$ cat src/rtl/serial_slt_unit_if.sv
// Operand/result handshake bundle for the bit-serial add/sub/SLT engine.
// The issuer/consumer side uses master and the engine uses slave.
interface serial_slt_unit_if #(
  parameter int unsigned WIDTH = 32
);
  logic             in_valid;
  logic             in_ready;
  logic [WIDTH-1:0] a;
  logic [WIDTH-1:0] b;
  logic [1:0]       op;
  logic             out_valid;
  logic             out_ready;
  logic [WIDTH-1:0] result;
  logic             carryout;
  logic             overflow;

  modport master (
    output in_valid, a, b, op, out_ready,
    input  in_ready, out_valid, result, carryout, overflow
  );

  modport slave (
    input  in_valid, a, b, op, out_ready,
    output in_ready, out_valid, result, carryout, overflow
  );
endinterface

$ cat src/rtl/serial_slt_unit.sv
// Bit-serial ADD/SUB/SLT engine: one sum bit per cycle, LSB first, with
// valid/ready handshakes on the operand and result sides.
module serial_slt_unit #(
  parameter int unsigned WIDTH = 32
) (
  input  logic              clk,
  input  logic              rst_n,
  serial_slt_unit_if.slave  bus
);

  localparam int unsigned CW = (WIDTH > 2) ? $clog2(WIDTH) : 1;
  localparam logic [CW-1:0] LAST_BIT = CW'(WIDTH - 1);

  typedef enum logic [1:0] {
    IDLE = 2'd0,
    RUN  = 2'd1,
    DONE = 2'd2
  } state_t;

  typedef enum logic [1:0] {
    OP_ADD = 2'b00,
    OP_SUB = 2'b01,
    OP_SLT = 2'b10,
    OP_RSV = 2'b11
  } op_t;

  state_t           state_q, state_d;
  logic [WIDTH-1:0] a_q, b_q, res_q;
  op_t              op_q;
  logic [CW-1:0]    cnt_q;
  logic             c_q, cout_q, ovf_q;

  logic in_ready_d, out_valid_d;
  logic accept, last_bit;
  logic sum_bit, cout_bit, ovf_bit;
  logic sub_like;

  always_ff @(posedge clk or negedge rst_n) begin
    if (!rst_n) state_q <= IDLE;
    else        state_q <= state_d;
  end

  always_comb begin
    state_d     = state_q;
    in_ready_d  = 1'b0;
    out_valid_d = 1'b0;
    last_bit    = 1'b0;
    unique case (state_q)
      IDLE: begin
        in_ready_d = 1'b1;
        if (bus.in_valid) state_d = RUN;
      end
      RUN: begin
        last_bit = (cnt_q == LAST_BIT);
        if (last_bit) state_d = DONE;
      end
      DONE: begin
        out_valid_d = 1'b1;
        if (bus.out_ready) state_d = IDLE;
      end
      default: state_d = IDLE;
    endcase
  end

  assign accept   = in_ready_d & bus.in_valid;
  assign sub_like = (op_t'(bus.op) == OP_SUB) || (op_t'(bus.op) == OP_SLT);

  // Full-adder slice on the current LSB; at the last bit c_q is the carry into the MSB.
  assign sum_bit  = a_q[0] ^ b_q[0] ^ c_q;
  assign cout_bit = (a_q[0] & b_q[0]) | (a_q[0] & c_q) | (b_q[0] & c_q);
  assign ovf_bit  = c_q ^ cout_bit;

  always_ff @(posedge clk or negedge rst_n) begin
    if (!rst_n) begin
      a_q    <= '0;
      b_q    <= '0;
      op_q   <= OP_ADD;
      cnt_q  <= '0;
      c_q    <= 1'b0;
      res_q  <= '0;
      cout_q <= 1'b0;
      ovf_q  <= 1'b0;
    end else begin
      if (accept) begin
        a_q   <= bus.a;
        b_q   <= sub_like ? ~bus.b : bus.b;
        op_q  <= op_t'(bus.op);
        c_q   <= sub_like;
        cnt_q <= '0;
      end else if (state_q == RUN) begin
        a_q <= a_q >> 1;
        b_q <= b_q >> 1;
        c_q <= cout_bit;
        if (!last_bit) begin
          cnt_q <= cnt_q + 1'b1;
          res_q <= {sum_bit, res_q[WIDTH-1:1]};
        end else if (op_q == OP_SLT) begin
          // Signed less-than is the sign of A-B corrected by overflow.
          res_q  <= {{(WIDTH-1){1'b0}}, sum_bit ^ ovf_bit};
          cout_q <= 1'b0;
          ovf_q  <= 1'b0;
        end else begin
          res_q  <= {sum_bit, res_q[WIDTH-1:1]};
          cout_q <= cout_bit;
          ovf_q  <= ovf_bit;
        end
      end
    end
  end

  assign bus.in_ready  = in_ready_d;
  assign bus.out_valid = out_valid_d;
  assign bus.result    = res_q;
  assign bus.carryout  = cout_q;
  assign bus.overflow  = ovf_q;

endmodule
$ cat src/flat_wrapper.sv
// flat-port wrapper written by rule: the top's interface ports become plain ports
module serial_slt_unit_flat 
#(
  parameter int unsigned WIDTH = 32
)
  (clk, rst_n, bus_in_valid, bus_a, bus_b, bus_op, bus_out_ready, bus_in_ready, bus_out_valid, bus_result, bus_carryout, bus_overflow);
  serial_slt_unit_if #(.WIDTH(WIDTH)) bus_i ();
  input  logic clk;
  input  logic rst_n;
  input wire logic [$bits(bus_i.in_valid)-1:0] bus_in_valid;
  input wire logic [$bits(bus_i.a)-1:0] bus_a;
  input wire logic [$bits(bus_i.b)-1:0] bus_b;
  input wire logic [$bits(bus_i.op)-1:0] bus_op;
  input wire logic [$bits(bus_i.out_ready)-1:0] bus_out_ready;
  output wire logic [$bits(bus_i.in_ready)-1:0] bus_in_ready;
  output wire logic [$bits(bus_i.out_valid)-1:0] bus_out_valid;
  output wire logic [$bits(bus_i.result)-1:0] bus_result;
  output wire logic [$bits(bus_i.carryout)-1:0] bus_carryout;
  output wire logic [$bits(bus_i.overflow)-1:0] bus_overflow;
  assign bus_i.in_valid = bus_in_valid;
  assign bus_i.a = bus_a;
  assign bus_i.b = bus_b;
  assign bus_i.op = bus_op;
  assign bus_i.out_ready = bus_out_ready;
  assign bus_in_ready = bus_i.in_ready;
  assign bus_out_valid = bus_i.out_valid;
  assign bus_result = bus_i.result;
  assign bus_carryout = bus_i.carryout;
  assign bus_overflow = bus_i.overflow;
  serial_slt_unit #(.WIDTH(WIDTH)) u_core (.clk(clk), .rst_n(rst_n), .bus(bus_i));
endmodule
$ cat config.mk
export PLATFORM = sky130hd
export DESIGN_NAME = serial_slt_unit_flat
export DESIGN_NICKNAME = d
export VERILOG_FILES = /design/src/rtl/serial_slt_unit_if.sv /design/src/rtl/serial_slt_unit.sv /design/src/flat_wrapper.sv
export SDC_FILE = /design/constraint.sdc
export NUM_CORES = 1
export LEC_CHECK = 0
export CAP_MARGIN = 30
export CORE_AREA = 2 2 103 105
export DETAILED_ROUTE_END_ITERATION = 16
export DIE_AREA = 0 0 105 107
export PLACE_DENSITY = 0.76
export SYNTH_ARGS = -nofsm -noshare
export SYNTH_HDL_FRONTEND = slang
export SYNTH_SLANG_ARGS = --single-unit
$ cat constraint.sdc
create_clock -name clk -period 1.9 [get_ports clk]
set_input_delay 0.38 -clock clk [delete_from_list [all_inputs] [get_ports clk]]
set_output_delay 0.38 -clock clk [all_outputs]
set_load 0.01 [all_outputs]
==> impl_metrics.ini <==
[pwr]
p_leak_uw = 0.00286
powerDensity_nw_per_um2 = 1470
ir_drop_mv = 0.615
combPwrFrac_pct = 41.4
power.total_uw = 9840
p_seq_share_pct = 40.0
p_clk_share_pct = 18.6
p_sw_share_pct = 35.3
p_int_uw = 6360
power_switching_uw = 3470

[placement]
portBuffers = 105
gp_congestion = 0.781
dp_cells = 729
place_ws_ps = -20.4
hpwl_um = 7930

[detailed_routing]
vias = 4060
antenna_left = 0
drt_pre_antenna_iters = 5
drt_wl_total_um = 11300
drt-initial-drc-count = 177
vias_per_cell = 5.42
wl_per_cell_um = 15.1
drc = 0

[synth]
postSynthAreaPerCell_sq_um = 10.2
synth-edff-count = 0
ys_seq_area_share_pct = 53.2
syn_area_sq_um = 5080
synth_fp_nets = 574
synth_seq_cells = 108
synthDistinctLibCells = 36
yosysWarningCount = 0
synthCells = 500
synth_ff_type = dfrtp_1
async_reset_ff_share_pct = 100

[timing]
finalSetupTns_ps = 0
setup_viol = 0
final.min_clock_period_ps = 1820
hold_ws_ps = 477
finalWorstSetupSlack_ps = 79.5
clock_skew_ps = 12.0
relSlewSlack_pct = 64.8
worst-slew-pin-transition_ps = 528
post-route-period-util_pct = 95.8
fmax_ghz = 0.549
rsz0062_at_grt = false
drv_slew = 0
hold_violations = 0

[floorplan]
die_x_um = 105
row_count = 37
die_h_um = 107
die-area_sq_um = 11200
design.core.area_sq_um = 10100
ios = 106
start_util_pct = 50.3

[final_layout]
layout-drive-gt1-share_pct = 9.62
n_fill_cell = 819
multi_input_area_sq_um = 2150
mostFrequentLayoutCell = dfrtp_1
area_growth_pct = 32.2
final_cells = 749
antenna_cells = 0
ff_latch_area_sq_um = 2700
final_nets = 682
mostFrequentLayoutCells = dfrtp_1, clkdlybuf4s50_1, nand2_1, a22oi_1, a21oi_1

[clock_tree]
htreeDepth = 3
numCtsBuffers = 9
cts_tree = yes
clock_latency_ps = 380
path_clk_slew_ps = 100
clockBufferDepth = 2
clock-sinks = 108
cts_root_buffer = clkbuf_8

[setup_path]
required_ps = 2170
path_class = flop to flop
worstPathCellList = ha_1 -> and3_1 -> ha_2 -> buf_4 -> nor3b_4 -> nand4_1 -> mux2i_1
r2r_start = u_core.cnt_q[0]
critPathCaptureType = flop
cp_top_family = simple AND/OR/NAND/NOR gates
crit_path_start = u_core.cnt_q[0]
r2r_setup_slack_ps = 80
r2r_cells = 7
crit_buf_inv = 1
cp-start-kind = flop
arrival_ps = 2090
cp_slowest_stage_delay_ps = 400
worst-path-max-fanout = 5
r2r_end = u_core.cnt_q[3]
cpMaxStageDelayCell = dfrtp_1

[global_route]
grt_overflow_total = 0
antenna_found_initial = 0
grt.total_usage_pct = 21.6
first_global_vias = 4091
grt_pass1_wl_um = 19300
grt_max_degree = 49

[worst_hold_path]
hp-class = flop to flop
hold_depth = 1
holdCritStartpoint = u_core.cnt_q[3]
whs_endpoint = u_core.cnt_q[3]

[run]
drv_cap = 0

[outcome]
status = finished clean
[layout make-up]
type,instances,area share (%)
Tap cell,136,2.54
Multi-Input combinational cell,348,32.1
Timing Repair Buffer,137,20.9
Clock buffer,9,1.85
Inverter,4,0.224
Sequential cell,108,40.3
Clock inverter,7,2.16
[metrics by stage]
stage	instance area (sq um)	utilization [%]
final	6710	66.5
after global routing	6710	66.5
after CTS	6690	66.3
after detailed placement	6390	63.3
after global placement	6380	63.2
after floorplan	5080	-
[worst register-to-register path, cell delays in order (launching register included)]
cell and delay [ps]:
dfrtp_1 400, ha_1 210, and3_1 180, ha_2 190
buf_4 140, nor3b_4 300, nand4_1 160, mux2i_1 140
[state kept, by name, indices dropped and copies added (netlist names)]
signal,cells
u_core.bus.carryout,1
u_core.bus.result,32
u_core.b_q,32
u_core.c_q,1
u_core.bus.overflow,1
u_core.state_q,2
u_core.cnt_q,5
u_core.a_q,32
u_core.op_q,2
[synthesized netlist by cell type (2+ instances only)]
master | n | share of area, %
clkbuf_1 | 5 | 0.37
nand2b_1 | 3 | 0.37
mux2i_1 | 17 | 3.4
buf_2 | 24 | 2.4
fa_1 | 2 | 0.79
a22oi_1 | 54 | 8.0
buf_8 | 3 | 0.89
buf_4 | 4 | 0.59
inv_1 | 4 | 0.30
a22o_1 | 2 | 0.34
dfrtp_1 | 108 | 53
xnor2_1 | 34 | 5.9
buf_6 | 2 | 0.44
o21ai_1 | 24 | 2.4
a21oi_1 | 44 | 4.3
o21ai_0 | 34 | 3.4
nor2b_1 | 14 | 1.7
nor2_1 | 5 | 0.37
buf_1 | 2 | 0.15
nand2_1 | 96 | 7.1
ha_1 | 2 | 0.49
nor3b_2 | 2 | 0.49
nand3_1 | 2 | 0.20
[worst max path at each step]
stage,depth (start not counted),end,slack (ps)
floorplan,6,u_core.cnt_q[1],240
global placement,6,u_core.bus.result[24],-150
detailed placement,7,u_core.cnt_q[4],-20
CTS,7,u_core.bus.result[21],20
global route,7,u_core.cnt_q[3],1
finish,7,u_core.cnt_q[3],80
[logic make-up after synthesis]
kind of cell | synth area share (%)
compound gates | 19.1
xor+xnor | 6.58
fa+ha+maj | 1.28
buf+inv | 5.10
mux | 3.35
simple gates | 11.4
flops | 53.2
[power by group through the flow]
| stage | logic (uW) | registers [uW] | clock network, uW |
|---|---|---|---|
| after floorplan | 2460 | 3940 | 0 |
| after global placement | 3910 | 3920 | 0 |
| after detailed placement | 4070 | 3970 | 0 |
| after CTS | 4090 | 3930 | 1870 |
| after global routing | 4570 | 4050 | 1950 |
| final | 4080 | 3930 | 1830 |
[timing repair]
item / CTS / global route
setup endpoints to repair: 4 / 22
hold endpoints to repair: 36 / 0
hold buffers: 1 / 0
setup buffers: 1 / 2
gates cloned: 0 / 0
pin swaps: 0 / 2
resized for setup: 5 / 3
[routing by layer]
metal,vias to the layer above,global-route usage [%],routed length [um]
met5,-,0,0
met3,18,3.34,522
li1,1942,-,-
met4,0,9.62,251
met1,1985,27.7,4820
met2,115,36.3,5710
(Power assumes the default switching activity.)
==> edit, RTL diff (same settings) <==
`WIDTH` is set to 32 in 3 places; all go to 16.
--- a/src/rtl/serial_slt_unit_if.sv
+++ b/src/rtl/serial_slt_unit_if.sv
@@ -3,3 +3,3 @@
 interface serial_slt_unit_if #(
-  parameter int unsigned WIDTH = 32
+  parameter int unsigned WIDTH = 16
 );
--- a/src/rtl/serial_slt_unit.sv
+++ b/src/rtl/serial_slt_unit.sv
@@ -3,3 +3,3 @@
 module serial_slt_unit #(
-  parameter int unsigned WIDTH = 32
+  parameter int unsigned WIDTH = 16
 ) (
--- a/src/flat_wrapper.sv
+++ b/src/flat_wrapper.sv
@@ -3,3 +3,3 @@
 #(
-  parameter int unsigned WIDTH = 32
+  parameter int unsigned WIDTH = 16
 )
Ports: changed (resized bus_a, bus_b and bus_result); port bits go from 106 to 58. The function was not compared with the original's and may differ.
==> edit against the unedited design <==
Routed wire length shrank 41%; worst setup slack gained 0.15 ns; sequential cell count shrank 49; utilization shrank 28 points; critical path depth shrank 3; area after synthesis shrank 43%; clock skew shrank 0.0043 ns; power shrank 45%; global-route usage shrank 8.9 points; sequential power shrank 45%; final area shrank 42%; critical path type unchanged.
==> edit: results (changes against the unedited design) <==
FF-to-FF path depth=4 (was 7); Placer Congestion=0.811 (was 0.781); CP arrival=1.93 ns (was 2.09 ns); hold_sp=u_core.op_q[0] (was u_core.cnt_q[3]); Worst-Margin Slew=0.921 ns (was 0.528 ns); worst r2r src=u_core.state_q[0] (was u_core.cnt_q[0]); critical path peak fanout=13 (was 5); Slowest cell on crit path=o21bai_1 (was dfrtp_1); DR WL met3=412 µm (was 522 µm); 1st-pass router iterations=4 (was 5); multiplexer share of the synthesized area=0.0317 (was 0.0335); metal2 WL=3170 µm (was 5710 µm); Netlist cell types=37 (was 36); worst skew pair latency=0.34 ns (was 0.38 ns); vias in the first global route=2336 (was 4091); WL per Instance=13.5 µm (was 15.1 µm); pre-CTS setup slack=-0.151 ns (was -0.0204 ns); Post-DP HPWL=4770 µm (was 7930 µm); routing usage on met1=0.161 (was 0.277); GRT Overall Usage=0.127 (was 0.216); synthesized-area fraction occupied by adder cells=0.0183 (was 0.0128); IO Port Bufs=57 (was 105); biggest cell delay along the critical path=0.73 ns (was 0.40 ns); fill count=1052 (was 819); Clock Skews=0.00768 ns (was 0.0120 ns); initial DRC count=126 (was 177); P_clk=1.16 mW (was 1.83 mW); antenna violations before repair=0 (unchanged); ant diodes=0 (unchanged); syn_nets=332 (was 574); Hold Path Sink=u_core.op_q[0] (was u_core.cnt_q[3]); Worst VDD drop=512 µV (was 615 µV); Top Family by Delay on Critical Path=compound AO/OA/AOI/OAI gates (was simple AND/OR/NAND/NOR gates); Hold Slack=0.486 ns (was 0.477 ns); R2R Setup Slk=0.23 ns (was 0.08 ns); Seq. pwr=2.16 mW (was 3.93 mW); hold depth=2 (was 1); NumNets Final=398 (was 682); cells taking the most area after synthesis=dfrtp_1 51%, o21ai_0 7.5%, a22oi_1 6.8% (was dfrtp_1 53%, a22oi_1 8.0%, nand2_1 7.1%); largest net degree at the start of global routing=31 (was 49); M3 GR Usage=0.0432 (was 0.0334); CTS clk-pin slew, worst paths=0.07 ns (was 0.10 ns); P_leak=1.64 nW (was 2.86 nW); first-pass GRT wire length=11200 µm (was 19300 µm); Overall Power=5.38 mW (was 9.84 mW); XOR/XNOR share of the synthesized area=0.0613 (was 0.0658); R2R Path End=u_core.b_q[3] (was u_core.cnt_q[3]); GR Util met2=0.203 (was 0.363); status=complete, no violations (unchanged); Vias=2358 (was 4060); share of post-route cells with drive strength above 1=0.108 (was 0.0962); Seq/Total Area, Yosys=0.513 (was 0.532); Post-synth top cells=59 x dfrtp_1, 44 x nand2_1, 43 x o21ai_0 (was 108 x dfrtp_1, 96 x nand2_1, 54 x a22oi_1); met1 wire length=3050 µm (was 4820 µm); clock buffer depth=2 (unchanged); crit path capture type=flop (unchanged); Clock Root Buffer=clkbuf_8 (unchanged); complex-gate fraction of the synthesized area=0.198 (was 0.191); sw frac=0.357 (was 0.353)
[edit: cell types whose count changed in the layout (fill, tap and decap cells not counted), moves of 3 or more]
cell / delta
clkdlybuf4s50_1: -48
mux2i_1: -9
nand2_1: -52
a22oi_1: -28
a21oi_1: -27
xnor2_1: -18
buf_4: -7
o21ai_0: +9
bufinv_16: -3
dfrtp_1: -50
buf_12: -6
o21ai_1: -17
[edit: worst max-delay path by stage]
stage                           start                   end  slack, ns  depth (start not counted)
finish              u_core.state_q[0]         u_core.b_q[3]       0.23                          4
global route        u_core.state_q[0]        u_core.b_q[13]       0.06                          4
CTS                 u_core.state_q[0]         u_core.b_q[3]       0.16                          4
detailed placement       bus_in_valid         u_core.b_q[3]      -0.15                          4
global placement         bus_in_valid         u_core.b_q[8]      0.003                          4
floorplan                  u_core.c_q  u_core.bus.result[0]       0.38                          3
[edit: cells by family (layout without fill, tap and decap cells)]
family,count (synthesis),after routing
AOI/OAI and AO/OA,98,98
xor gates and xnor gates,18,18
adders and majority gates,3,3
buffers and inverters,24,95
DFF,59,59
muxes,9,9
and+or+nand+nor,80,80
[edit: through the flow]
step	setup TNS, ns	area, µm²	cells	util
global route	0	3880	498	0.384
detailed placement	-1.77	3660	480	0.363
global placement	0	3660	480	0.363
finish	0	3880	498	0.384
CTS	0	3880	498	0.384
floorplan	0	2880	291	-
[edit: timing repair]
item,CTS,global route
hold buffers,1,0
hold endpoints to repair,18,0
gates resized for setup,4,0
endpoints found under the setup margin,2,0
setup buffers,1,0
[edit: final cells by class]
class	instances	share of cell area
inverters	4	0.00387
repair buffers	75	0.187
well taps	136	0.0439
clock inverters	6	0.0168
flip-flops and latches	59	0.381
clock buffers	10	0.0355
multi-input cells	208	0.332
